File: src/rtl/uart_frame_sched.sv
// rtl/uart_frame_sched.sv - round-robin 6-byte UART report framer for three measurement channels
module uart_frame_sched #(
    parameter logic [31:0] GAP_CYCLES  = 32'd2400000,
    parameter logic [7:0]  TAG_F_BEGIN = 8'h74,
    parameter logic [7:0]  TAG_F_END   = 8'h78,
    parameter logic [7:0]  TAG_C_BEGIN = 8'h63,
    parameter logic [7:0]  TAG_C_END   = 8'h79,
    parameter logic [7:0]  TAG_D_BEGIN = 8'h64,
    parameter logic [7:0]  TAG_D_END   = 8'h75
) (
    input  logic        clk,
    input  logic        rst,
    input  logic        run,
    input  logic [2:0]  chan_en,
    input  logic [31:0] pinlv,
    input  logic [31:0] cycle,
    input  logic [31:0] duty_cycle,
    output logic [7:0]  tx_data,
    output logic        tx_valid,
    input  logic        tx_ready,
    output logic [1:0]  cur_chan,
    output logic        busy,
    output logic        frame_done
);

    typedef enum logic [1:0] {IDLE, SELECT, SEND, GAP} state_t;

    state_t      state_q;
    logic [2:0]  byte_idx_q;
    logic [31:0] gap_cnt_q;
    logic [31:0] shadow_val_q;
    logic [7:0]  tx_data_q;
    logic        tx_valid_q;
    logic [1:0]  cur_chan_q;
    logic        frame_done_q;

    logic [1:0]  next_chan_d;
    logic [1:0]  cand1;
    logic [1:0]  cand2;
    logic [31:0] sel_val_d;
    logic [2:0]  nxt_idx;
    logic [7:0]  nxt_byte_d;

    function automatic logic [1:0] succ(input logic [1:0] c);
        return (c == 2'd2) ? 2'd0 : c + 2'd1;
    endfunction

    function automatic logic [7:0] begin_tag(input logic [1:0] c);
        case (c)
            2'd0:    return TAG_F_BEGIN;
            2'd1:    return TAG_C_BEGIN;
            default: return TAG_D_BEGIN;
        endcase
    endfunction

    function automatic logic [7:0] end_tag(input logic [1:0] c);
        case (c)
            2'd0:    return TAG_F_END;
            2'd1:    return TAG_C_END;
            default: return TAG_D_END;
        endcase
    endfunction

    // Round-robin pick: first enabled channel after the last served one, falling back to itself
    always_comb begin
        cand1 = succ(cur_chan_q);
        cand2 = succ(cand1);
        if (chan_en[cand1])
            next_chan_d = cand1;
        else if (chan_en[cand2])
            next_chan_d = cand2;
        else
            next_chan_d = cur_chan_q;
        case (next_chan_d)
            2'd0:    sel_val_d = pinlv;
            2'd1:    sel_val_d = cycle;
            default: sel_val_d = duty_cycle;
        endcase
    end

    // Byte to present after the current one is accepted, taken from the frozen snapshot
    always_comb begin
        nxt_idx = byte_idx_q + 3'd1;
        case (nxt_idx)
            3'd1:    nxt_byte_d = shadow_val_q[31:24];
            3'd2:    nxt_byte_d = shadow_val_q[23:16];
            3'd3:    nxt_byte_d = shadow_val_q[15:8];
            3'd4:    nxt_byte_d = shadow_val_q[7:0];
            default: nxt_byte_d = end_tag(cur_chan_q);
        endcase
    end

    // Frame scheduler FSM with registered stream outputs
    always_ff @(posedge clk) begin
        if (rst) begin
            state_q      <= IDLE;
            byte_idx_q   <= 3'd0;
            gap_cnt_q    <= 32'd0;
            shadow_val_q <= 32'd0;
            tx_data_q    <= 8'd0;
            tx_valid_q   <= 1'b0;
            cur_chan_q   <= 2'd2;
            frame_done_q <= 1'b0;
        end else begin
            frame_done_q <= 1'b0;
            case (state_q)
                IDLE: begin
                    tx_valid_q <= 1'b0;
                    if (run && (chan_en != 3'b000))
                        state_q <= SELECT;
                end
                SELECT: begin
                    if (chan_en == 3'b000) begin
                        state_q <= IDLE;
                    end else begin
                        cur_chan_q   <= next_chan_d;
                        shadow_val_q <= sel_val_d;
                        byte_idx_q   <= 3'd0;
                        tx_data_q    <= begin_tag(next_chan_d);
                        tx_valid_q   <= 1'b1;
                        state_q      <= SEND;
                    end
                end
                SEND: begin
                    if (tx_valid_q && tx_ready) begin
                        if (byte_idx_q == 3'd5) begin
                            tx_valid_q   <= 1'b0;
                            frame_done_q <= 1'b1;
                            gap_cnt_q    <= 32'd0;
                            state_q      <= (GAP_CYCLES == 32'd0) ? IDLE : GAP;
                        end else begin
                            byte_idx_q <= nxt_idx;
                            tx_data_q  <= nxt_byte_d;
                        end
                    end
                end
                GAP: begin
                    tx_valid_q <= 1'b0;
                    if (gap_cnt_q == GAP_CYCLES - 32'd1)
                        state_q <= IDLE;
                    else
                        gap_cnt_q <= gap_cnt_q + 32'd1;
                end
                default: state_q <= IDLE;
            endcase
        end
    end

    assign tx_data    = tx_data_q;
    assign tx_valid   = tx_valid_q;
    assign cur_chan   = cur_chan_q;
    assign busy       = (state_q != IDLE);
    assign frame_done = frame_done_q;

endmodule

File: config.mk
export PLATFORM = sky130hd
export DESIGN_NAME = uart_frame_sched
export DESIGN_NICKNAME = d
export VERILOG_FILES = /design/src/rtl/uart_frame_sched.sv
export SDC_FILE = /design/constraint.sdc
export NUM_CORES = 1
export LEC_CHECK = 0
export ABC_AREA = 1
export BUFFER_PORTS_ARGS = -buffer_cell sky130_fd_sc_hd__buf_2
export CAP_MARGIN = 20
export CORE_MARGIN = 2
export CORE_UTILIZATION = 37
export DETAILED_ROUTE_END_ITERATION = 8
export GPL_TIMING_DRIVEN = 0
export PLACE_DENSITY = 0.58
export SLEW_MARGIN = 20
export SYNTH_ARGS = -nofsm -noshare
export SYNTH_HDL_FRONTEND = slang
export SYNTH_SLANG_ARGS = --single-unit
File: constraint.sdc
create_clock -name clk -period 2.6 [get_ports clk]
set_clock_uncertainty 0.05 [all_clocks]
set_input_delay 0.13 -clock clk [delete_from_list [all_inputs] [get_ports clk]]
set_output_delay 0.13 -clock clk [all_outputs]
set_load 0.05 [all_outputs]
==> results.md <==
- The run finished with clean final reports.
- The number of gates resized after CTS was 0.
- The total overflow left after global routing is 0.
- STA classifies the critical path endpoint as a register.
- After synthesis, the largest area contributor takes up 31.0% of total cell area.
- Setup repair after global routing left no endpoint under its margin.
- After synthesis, the mean cell area works out to 6.23 sq um.
- The die height is 123 um.
- After detailed routing, the total wire length is 16,200 um.
- At the later pin of the worst-skew pair, clock insertion delay measures 0.35 ns.
- TritonCTS built the clock tree.
- After the flow finishes, the layout carries non-filler instances totaling 1,151.
- In this run the worst hold path is classified as primary input to register.
- The synthesized netlist net count is 950.
- The routed via count divided by cell count is 4.93.
- The die is 123 um wide.
- The share of final-layout standard cells stronger than drive strength 1 is 19.6%.
- The area of placed instances is 6030 sq um.
- From synthesis to final layout, the design area changed by 21.0%.
- The number of violations of the max-capacitance limit is 0.
- The commonest cells after synthesis are nand2_1 (211), nand3_1 (121), inv_1 (101).
- In the final layout, the multi-input gates occupy 3000 sq um.
- The depth of the CTS H-tree is 3.
- Net switching is 36.7% of the power.
- STA puts the critical path data arrival time at 2.44 ns.
- The design area is 6340 sq um.
- Final hold analysis gives a worst-case slack of 0.0151 ns.
- The number of rows in the core area is 43.
- In the post-route analysis, the smallest setup slack over all paths is 0.389 ns.
- Yosys instantiated no cell more often than nand2_1.
- The worst endpoint required time is 2.82 ns.
- Pin placement for this block handled 116 I/O pins.
- The cell area after synthesis is 5240 sq um.
- The share of power burned in combinational logic is 31.7%.
- By area the synthesized netlist is led by dfxtp_1 (31%), nand2_1 (15%), nand3_1 (12%).
- The worst path in the final design needs a cycle of 2.21 ns, including I/O delays and setup.
- The total global-route track usage is 22.2%.
- The achievable clock frequency is 452 MHz.
- The top cell type by total area after synthesis is dfxtp_1.
- The first global-routing pass estimated 25,800 um of wire.
- The number of global-route vias before repair is 5,270.
- Yosys mapped the design onto 41 distinct sky130hd cell types.
- The worst pin sits at a relative slew slack of 56.2%.
- The number of pins with negative max-slew slack in the final report is 0.
- Along the worst path, the maximum fanout reaches 10.
- Registers are responsible for 35.7% of the overall power.
- The setup path with the least slack is of type register to register.
- The register bit total from synthesis is 81.
- After routing, the total negative slack on setup checks comes to 0 ns.
- The internal power component is 2.57 mW.
- At the pin with the least slew margin, the transition time is 0.658 ns.
- CTS placed an instance of clkbuf_16 at the clock tree root.
- Counting flops with an async set or reset pin after synthesis yields a share of 0%.
- The antenna diode count is 0.
- The number of antenna violations at the first check in global routing is 0.
- After detailed routing, the average wire length per cell comes to 14.0 um.
- Synthesis produced a netlist whose cell count is 841.
- Counting every sink on the clock net gives 81.
- The iteration-0 DRC count of the detailed router is 422.
- The die covers 15,100 sq um.
- At the end of routability-driven placement, the weighted congestion stood at 0.882.
- The layout filler cell count is 1,516.
- The initial utilization of the core area, before any placement, comes to 37.7%.
- The total setup buffers inserted after CTS is 0.
- The total vias in the final route is 5,672.
- The DRC violation count after routing is 0.
- The static leakage is 2.89 nW.
- The number of failing hold endpoints at the final stage is 0.
- The power density of the placed cells is 640 nW/um^2.
- The worst hold path passes through 5 cells.
- The synthesized design contains 0 enable-type register cells.
- The count of TritonRoute iterations in the first routing pass is 5.
- The final-report setup violation count is 0.
- Of the synthesized area, sequential elements account for 31.0%.
- The pin count of the biggest net entering global routing is 15.
- The final critical path takes up 85.0% of the cycle.
- The core region area is 13,900 sq um.
- Counting cells, the worst reg-to-reg path comes to 13.
- Counting tap cells, the placed design contains a total of 1,135 instances.
- The sequential cells in the finished layout cover a total of 1620 sq um.
- The worst slack at placement is 0.418 ns.
- The analysis attributes to net switching a power of 1.49 mW.
- At the end of the flow, the number of nets in the layout was 1,075.
- The clock buffer count from CTS is 9.
- The count of nets left with antenna violations once routing finished came out at 0.
- The most used flip-flop cell after synthesis is dfxtp_1.
- IR analysis of the VDD net gives a maximum drop of 0.365 mV.
- After clock tree synthesis, the clock-pin slew on the worst setup and hold paths is 0.06 ns.
- The HPWL after detailed placement is 12,800 um.
- During synthesis, Yosys emitted a total of 0 warnings.
- In this run, post-CTS hold repair placed 0 buffers.
- The longest clock path from root to sink contains 2 buffers.
- The share of total power dissipated in the clock network is 32.6%.
- The port buffer count is 114.
- The launching element type of the critical path is a register.
-- logic make-up after synthesis --
| kind of cell | synth area share (%) |
|---|---|
| buffers and inverters | 11.7 |
| AO/OA/AOI/OAI | 14.0 |
| AND/OR/NAND/NOR | 40.4 |
| XOR/XNOR | 1.50 |
| adder cells (fa/ha/maj) | 1.43 |
| flip-flops | 31.0 |
-- routing by layer --
layer | global-route usage [%] | vias up | share of wire [%]
li1 | - | 2993 | -
met1 | 30.4 | 2496 | 49
met2 | 34.7 | 165 | 43
met3 | 5.35 | 18 | 6.5
met4 | 6.11 | 0 | 1.5
met5 | 0 | - | 0
-- critical path, stage by stage, from the launching register on --
cell and delay (ns):
dfxtp_1 0.48, ha_1 0.30, nand3_2 0.11, inv_2 0.13, nand2_4 0.09, nor3_2 0.10, nand2_1 0.08, nand2_2 0.12
nand2_4 0.10, clkinv_2 0.07, buf_6 0.16, buf_12 0.15, nand2_2 0.06, a21oi_2 0.12
-- cell usage in the layout, fill, tap and decap left out, types with 3 or more instances in the layout --
| cell | count |
|---|---|
| buf_2 | 123 |
| clkbuf_1 | 19 |
| clkbuf_16 | 9 |
| nand2_1 | 211 |
| buf_6 | 6 |
| a21oi_2 | 10 |
| nand4_1 | 11 |
| or2_2 | 5 |
| o22ai_1 | 6 |
| nand3b_1 | 3 |
| inv_2 | 3 |
| a21oi_1 | 88 |
| xor2_1 | 6 |
| nand2_4 | 4 |
| dfxtp_1 | 81 |
| nor2_1 | 74 |
| nand2_2 | 12 |
| nor3_1 | 15 |
| xnor2_1 | 3 |
| nor2_4 | 3 |
| ha_1 | 6 |
| o21ai_0 | 26 |
| nand3_1 | 121 |
| inv_1 | 101 |
-- path summary, 6_finish.rpt --
check                            startpoint                       endpoint  slack (ns)
setup reg to reg  gap_cnt_q[0]$_SDFFE_PP0P_     gap_cnt_q[25]$_SDFFE_PP0P_        0.39
setup / recovery  gap_cnt_q[0]$_SDFFE_PP0P_     gap_cnt_q[25]$_SDFFE_PP0P_        0.39
hold / removal                    pinlv[20]  shadow_val_q[20]$_SDFFE_PP0P_        0.02
hold reg to reg       tx_valid$_SDFFE_PP0P_          tx_valid$_SDFFE_PP0P_        0.42
-- state kept, by name (all words and copies together) (netlist names), named ones only --
register      flops
byte_idx_q        3
cur_chan          2
frame_done        1
gap_cnt_q        32
shadow_val_q     32
state_q           1
tx_data           8
tx_valid          1
-- metrics by stage --
stage | util, % | power (mW)
after global placement | 43.5 | 2.75
final | 45.7 | 4.06
after detailed placement | 43.5 | 2.76
after floorplan | - | 2.37
after CTS | 45.7 | 4.09
after global routing | 45.7 | 4.30
-- area by class of cell --
cell class / count / share of cell area, %
Multi-Input combinational cell: 618 / 47.4
Inverter: 107 / 6.39
Clock buffer: 11 / 3.83
Buffer: 35 / 3.28
Sequential cell: 81 / 25.6
Clock inverter: 5 / 1.01
Tap cell: 180 / 3.55
Timing Repair Buffer: 114 / 9.00
-- power groups by stage --
stage                     clock network [mW]  logic, mW  registers [mW]
after global placement                     0       1.28            1.47
after CTS                               1.35       1.29            1.45
after floorplan                            0      0.823            1.54
after global routing                    1.40       1.43            1.46
final                                   1.32       1.29            1.45
after detailed placement                   0       1.28            1.47
(Power assumes the default switching activity.)
